**src/rtl/alu181_nibble_sequencer.sv**
```systemverilog
// alu181_nibble_sequencer
//   Runs WIDTH-bit ALU operations on one external combinational 74181-style slice, one
//   nibble per clock, LSB nibble first. The active-low carry ripples between passes and
//   the result, final carry-out and A=B flag are assembled for a valid/ready consumer.
// Ports
//   clk, rst                    clock, synchronous active-high reset
//   in_valid/in_ready           request handshake
//   in_a, in_b                  WIDTH-bit operands
//   in_s, in_m, in_cnb          function select, mode (1 = logic), active-low carry-in
//   alu_a/b/s/m/cnb             drive to the slice
//   alu_f, alu_cn4b, alu_aeb    slice result, active-low carry-out, A=B
//   out_valid/out_ready         result handshake
//   out_f, out_cn4b, out_aeb    assembled result, final carry-out, AND of slice aeb
//   busy                        operation in progress or result pending
module alu181_nibble_sequencer #(
   parameter int unsigned WIDTH = 16
) (
   input  logic             clk,
   input  logic             rst,
   input  logic             in_valid,
   output logic             in_ready,
   input  logic [WIDTH-1:0] in_a,
   input  logic [WIDTH-1:0] in_b,
   input  logic [3:0]       in_s,
   input  logic             in_m,
   input  logic             in_cnb,
   output logic [3:0]       alu_a,
   output logic [3:0]       alu_b,
   output logic [3:0]       alu_s,
   output logic             alu_m,
   output logic             alu_cnb,
   input  logic [3:0]       alu_f,
   input  logic             alu_cn4b,
   input  logic             alu_aeb,
   output logic             out_valid,
   input  logic             out_ready,
   output logic [WIDTH-1:0] out_f,
   output logic             out_cn4b,
   output logic             out_aeb,
   output logic             busy
);

   localparam int unsigned NIBBLES = WIDTH / 4;
   localparam int unsigned IdxW    = (NIBBLES > 1) ? $clog2(NIBBLES) : 1;
   localparam logic [IdxW-1:0] LastIdx = IdxW'(NIBBLES - 1);

   typedef enum logic [1:0] {StIdle, StRun, StDone} state_t;

   state_t           r_state;
   state_t           w_state_next;
   logic [WIDTH-1:0] r_a;
   logic [WIDTH-1:0] r_b;
   logic [3:0]       r_s;
   logic             r_m;
   logic             r_carry;
   logic             r_aeb_acc;
   logic [IdxW-1:0]  r_idx;
   logic [WIDTH-1:0] r_f_work;
   logic [WIDTH-1:0] r_out_f;
   logic             r_out_cn4b;
   logic             r_out_aeb;

   logic             w_last;
   logic [WIDTH-1:0] w_nib_mask;
   logic [WIDTH-1:0] w_f_merged;

   assign w_last     = (r_idx == LastIdx);
   assign w_nib_mask = WIDTH'(4'hF) << {r_idx, 2'b00};
   // Working result with the current slice nibble inserted; on the last pass this is the
   // complete result, so the output register can load it in the same edge.
   assign w_f_merged = (r_f_work & ~w_nib_mask) | ((WIDTH'(alu_f) << {r_idx, 2'b00}) & w_nib_mask);

   always_ff @(posedge clk) begin
      if (rst) begin
         r_state <= StIdle;
      end else begin
         r_state <= w_state_next;
      end
   end

   always_comb begin
      w_state_next = r_state;
      in_ready     = 1'b0;
      out_valid    = 1'b0;
      busy         = 1'b0;
      alu_a        = 4'h0;
      alu_b        = 4'h0;
      alu_cnb      = 1'b1;
      alu_s        = r_s;
      alu_m        = r_m;
      unique case (r_state)
         StIdle: begin
            in_ready = 1'b1;
            if (in_valid) w_state_next = StRun;
         end
         StRun: begin
            busy    = 1'b1;
            alu_a   = 4'(r_a >> {r_idx, 2'b00});
            alu_b   = 4'(r_b >> {r_idx, 2'b00});
            alu_cnb = r_carry;
            if (w_last) w_state_next = StDone;
         end
         StDone: begin
            busy      = 1'b1;
            out_valid = 1'b1;
            if (out_ready) w_state_next = StIdle;
         end
         default: w_state_next = StIdle;
      endcase
   end

   always_ff @(posedge clk) begin
      if (rst) begin
         r_a        <= '0;
         r_b        <= '0;
         r_s        <= 4'h0;
         r_m        <= 1'b0;
         r_carry    <= 1'b1;
         r_aeb_acc  <= 1'b1;
         r_idx      <= '0;
         r_f_work   <= '0;
         r_out_f    <= '0;
         r_out_cn4b <= 1'b1;
         r_out_aeb  <= 1'b0;
      end else begin
         if (r_state == StIdle && in_valid) begin
            r_a       <= in_a;
            r_b       <= in_b;
            r_s       <= in_s;
            r_m       <= in_m;
            r_carry   <= in_cnb;
            r_aeb_acc <= 1'b1;
            r_idx     <= '0;
         end else if (r_state == StRun) begin
            r_f_work  <= w_f_merged;
            r_carry   <= alu_cn4b;
            r_aeb_acc <= r_aeb_acc & alu_aeb;
            if (w_last) begin
               // idx is left at the last nibble; it is reloaded on the next accept.
               r_out_f    <= w_f_merged;
               r_out_cn4b <= alu_cn4b;
               r_out_aeb  <= r_aeb_acc & alu_aeb;
            end else begin
               r_idx <= r_idx + 1'b1;
            end
         end
      end
   end

   assign out_f    = r_out_f;
   assign out_cn4b = r_out_cn4b;
   assign out_aeb  = r_out_aeb;

endmodule

```
**config.mk**
```make
export PLATFORM = sky130hd
export DESIGN_NAME = alu181_nibble_sequencer
export DESIGN_NICKNAME = d
export VERILOG_FILES = /design/src/rtl/alu181_nibble_sequencer.sv
export SDC_FILE = /design/constraint.sdc
export NUM_CORES = 1
export LEC_CHECK = 0
export CAP_MARGIN = 20
export CORE_AREA = 2 2 88 90
export DETAILED_ROUTE_END_ITERATION = 8
export DIE_AREA = 0 0 90 92
export GPL_ROUTABILITY_DRIVEN = 0
export PLACE_DENSITY = 0.73
export SETUP_SLACK_MARGIN = 0.15
export SLEW_MARGIN = 20
export SYNTH_ARGS = -nofsm -noshare
export SYNTH_HDL_FRONTEND = slang
export SYNTH_SLANG_ARGS = --single-unit
```
**constraint.sdc**
```tcl
create_clock -name clk -period 2.3 [get_ports clk]
set_input_delay 0.575 -clock clk [delete_from_list [all_inputs] [get_ports clk]]
set_output_delay 0.575 -clock clk [all_outputs]
set_load 0.05 [all_outputs]
```
[Word-level counts from Yosys, hierarchy flattened]
Index checks and enable logic that the tools add are counted.
Storage, ports and cells
  register bits after elaboration: 77
  input port bits: 48
  output and inout port bits: 35
  word-level logic and storage cells: 51
Cells by class
  add/subtract/negate cells: 1
  equality and inequality tests: 6
  shift operators: 4
  mux-type cells: 12
  bitwise gates (word level): 7
  reduce and logical (&&, ||, !) cells: 9
Operators with widths (number)
  16-bit AND: 2
  16-bit by 4-bit >> shifter with 4-bit output: 2
  16-bit inverter: 1
  16-bit bitwise OR: 1
  4-bit by 4-bit left shift with 16-bit output: 1
  4-bit by 4-bit left shift with 16-bit output, first input constant: 1
  4-bit 2-to-1 mux: 2
  1-bit 2-to-1 mux: 6
  2-bit 2-to-1 mux: 3
  2-bit != test, second input constant: 3
  2-bit one-hot mux with 3 select lines: 1
  3-bit AND reduction: 2
  2-bit == test, second input constant: 2
  2-bit AND reduction: 2
  2-bit OR reduction: 2
  2-bit by 1-bit adder with 2-bit output, second input constant: 1
  2-bit by 1-bit == test with 1-bit output, second input constant: 1
  2-bit logical NOT: 1
  1-bit inverter: 2
  2-bit nonzero test: 1
  1-bit AND: 1
  1-bit logical AND: 1

[Longest topological paths before layout]
  depth after elaboration: 4
  depth in mapped cells: 8

[Least setup slack after synthesis]
No wires, ideal clock.
  kind: reg-to-output
  from: register r_idx[0]
  to: output port alu_a[0]
  arrival time: 1.406 ns
  required time: 1.725 ns
  setup slack: 0.319 ns
  stages on the path, launching flop included: 5
  path buffers: 2
  path through: dfxtp_1 -> buf_6 -> buf_8 -> mux4_2 -> and2_1
On the way
  cells in the longest elaborated chain, start to end: 2
RTL lines
  start, declared: line 57  | logic [IdxW-1:0] r_idx;
  start signal, assigned: line 144  | r_idx <= r_idx + 1'b1;
  16-bit by 4-bit >> shifter with 4-bit output: line 98  | alu_a = 4'(r_a >> {r_idx, 2'b00});
  4-bit 2-to-1 mux: line 91  | unique case (r_state)
  end, declared: line 27  | output logic [3:0] alu_a,
No other way between the ends.

[Worst setup path after layout]
  from: register r_idx[0]
  to: output port alu_b[2]
On the way
  cells in the longest elaborated chain, start to end: 2
RTL lines
  16-bit by 4-bit >> shifter with 4-bit output: line 99  | alu_b = 4'(r_b >> {r_idx, 2'b00});
  4-bit 2-to-1 mux: line 91
  end, declared: line 28  | output logic [3:0] alu_b,
No other way between the ends.

==> metrics.cfg <==
[power]
switching_share_pct=35.30
power.internal_uw=2740
ir_drop_v=0.0004984
power_frac_seq_pct=37.5
leakage_uw=0.001590
combPwrFrac_pct=36.6
powerDensity_nw_per_um2=966.9
power_frac_clock_pct=25.9
power_switching_uw=1495

[worst_setup_path]
endpoint=alu_b[2]
cp.arrival_ns=1.63
rr_worst_depth=7
slowest_delay_ns=0.50
critical_path_class=reg -> out
cp_slowest_cell=mux4_2
worstReg2RegEnd=out_f[11]
crit_buf_inv=2
cp.required_ns=1.73
r2r_setup_slack_ns=0.32
setup.worst_path.start=r_idx[0]
crit_family=multiplexers
critPathMaxFanout=5
cp-end-kind=primary output
crit_top_cell=buf_6
path_cells=buf_6 -> mux4_2 -> and2_4 -> buf_6
start_kind=flip-flop
rr_startpoint=r_idx[0]
crit_cells=4

[global_routing]
antenna_found_initial=0
grt_first_pass_wirelength_mm=12.61
gr-total-overflow=0
grt_usage_pct=18.40
grt_pass1_vias=2687
grt_max_degree=48

[yosys]
netlist.area_leader.share_pct=45.70
syn-num-nets=423
synthTopCellsByArea=dfxtp_1 (46%), nand2_1 (9.2%), a21oi_1 (8.6%), a211oi_1 (5.4%), mux4_1 (4.1%)
ys_ff_latch=73
synth_ff_type=dfxtp_1
syn_inst=366
avgSynthCellArea_um2=8.738
async_reset_ff_share_pct=0
yosysWarnings=0
synth.distinct_cells=34
yosysTopAreaCell=dfxtp_1
syn-cell-area_um2=3198
ys_seq_area_share_pct=45.70
synth_edf_count=0

[die]
row_count=32
die_h_um=92
pin_count=83
die_x_um=90
dieArea_um2=8280
core_area_um2=7447
initial_core_util_pct=42.94

[layout]
drive_gt1_share_pct=14.29
layout_commonest_cell=nand2_1
fillCellCount=693
flow.area_growth_from_synthesis_pct=36.93
nets=500
multi_input_area_um2=1574
final_cell_mix=nand2_1 (77), dfxtp_1 (72), clkdlybuf4s50_1 (69)
seq_area_um2=1463
diodes=0

[timing]
finalSetupViolCount=0
rsz0062_at_grt=yes
fmax_ghz=0.4527
relSlewSlack_pct=48.97
drv_slew=0
setup_tns_ns=0
period_share_pct=96.05
tightest_slew_ns=0.7627
fin_worst_skew_ns=0.008122
final.min_clock_period_ns=2.209
timing.hold.ws_ns=0.4570
finalHoldViolations=0

[cts]
ctsHoldBuffers=0
clkLatencyLatePin_ns=0.34
cts_max_path_buffers=2
htreeDepth=3
cts_tree=done
cts-root-buf=clkbuf_8
clock_sinks=73
numCtsBuffers=9
clk_pin_slew_worst_paths_ns=0.07

[drt]
drt-total-wl_mm=7.677
num_vias=2843
ant_nets=0
route.detailed.drc=0
avgRoutedWirePerCell_um=13.96
dr.pass1.iters=4
avgViaCountPerCell=5.169
drt_iter0_drc=88

[job]
maxCapViolations=0

[placement]
io_buffers=82
dp_hpwl_mm=5.247

[run_status]
status=finished clean

[hold_path]
min_path_type=reg -> reg

==> state kept, by name, summed over array words and instances (netlist names) <==
register and flops:
alu_m 1, alu_s 4, out_aeb 1, out_cn4b 1
out_f 16, r_a 16, r_aeb_acc 1, r_b 16
r_carry 1, r_f_work 12, r_idx 2, r_state 2
==> per-layer routing <==
layer,wire (um),GRT usage [%],vias up
met4,45,5.128,0
met3,427,4.355,4
met1,3435,23.69,1342
met5,0,0,-
met2,3768,31.02,81
li1,-,-,1416
==> synthesized netlist by cell type, drive strengths merged, types with 7 or more instances <==
cell type and instances:
ha 9, buf 17, clkbuf 14, nor2b 13, mux4 8, a21oi 55
nand2 78, a211oi 23, a31oi 11, dfxtp 73, nand2b 7, nor2 14
and2 10
==> cell families after synthesis <==
family | synth area share, %
and+or+nand+nor | 19.41
AOI/OAI and AO/OA | 18.35
DFF | 45.70
buffers and inverters | 5.594
muxes | 7.160
adders and majority gates | 3.521
xor gates and xnor gates | 0.2739
==> power by group through the flow <==
stage	logic [uW]	clock network, uW	registers [uW]
final	1550	1100	1590
after floorplan	1030	0	1630
after detailed placement	1470	0	1600
after global placement	1430	0	1590
after CTS	1530	1120	1580
after global routing	1700	1160	1610
==> repair_timing <==
| action | 4_1_cts | 5_1_grt |
|---|---|---|
| setup buffers | 1 | 2 |
| gates resized for setup | 25 | 1 |
| endpoints found under the setup margin | 9 | 9 |
==> stage by stage <==
stage | power (uW) | setup WS, ns | instances | utilization [%] | area (um^2)
finish | 4234 | 0.09087 | 550 | 58.80 | 4379
global route | 4470 | 0.03258 | 550 | 58.80 | 4379
CTS | 4235 | 0.07650 | 548 | 58.47 | 4354
detailed placement | 3076 | 0.06462 | 531 | 54.86 | 4085
global placement | 3026 | 0.1341 | 531 | 54.86 | 4085
floorplan | 2669 | 0.3193 | 366 | - | 3198
==> worst register-to-register path, delay by kind of cell, from the launching register on <==
kind	cells	cell delay, ns
compound gates	1	0.19
buf+inv	3	0.37
simple gates	2	0.69
flops	1	0.34
fa+ha+maj	1	0.23
==> how the worst min path moves through the flow <==
stage,from,end,depth (start not counted)
finish,alu_m,alu_m,2
floorplan,r_a[5],r_a[5],2
detailed placement,r_a[1],r_a[1],2
CTS,r_f_work[11],r_f_work[11],2
global route,r_a[4],r_a[4],2
global placement,r_b[11],r_b[11],2
==> final cells by class <==
class,instances,share of cell area [%]
Tap cell,102,2.914
Timing Repair Buffer,97,22.23
Clock inverter,6,2.086
Inverter,6,0.5143
Clock buffer,10,2.914
Multi-Input combinational cell,256,35.94
Sequential cell,73,33.40
Note: power is estimated with default switching activity, not from simulation.
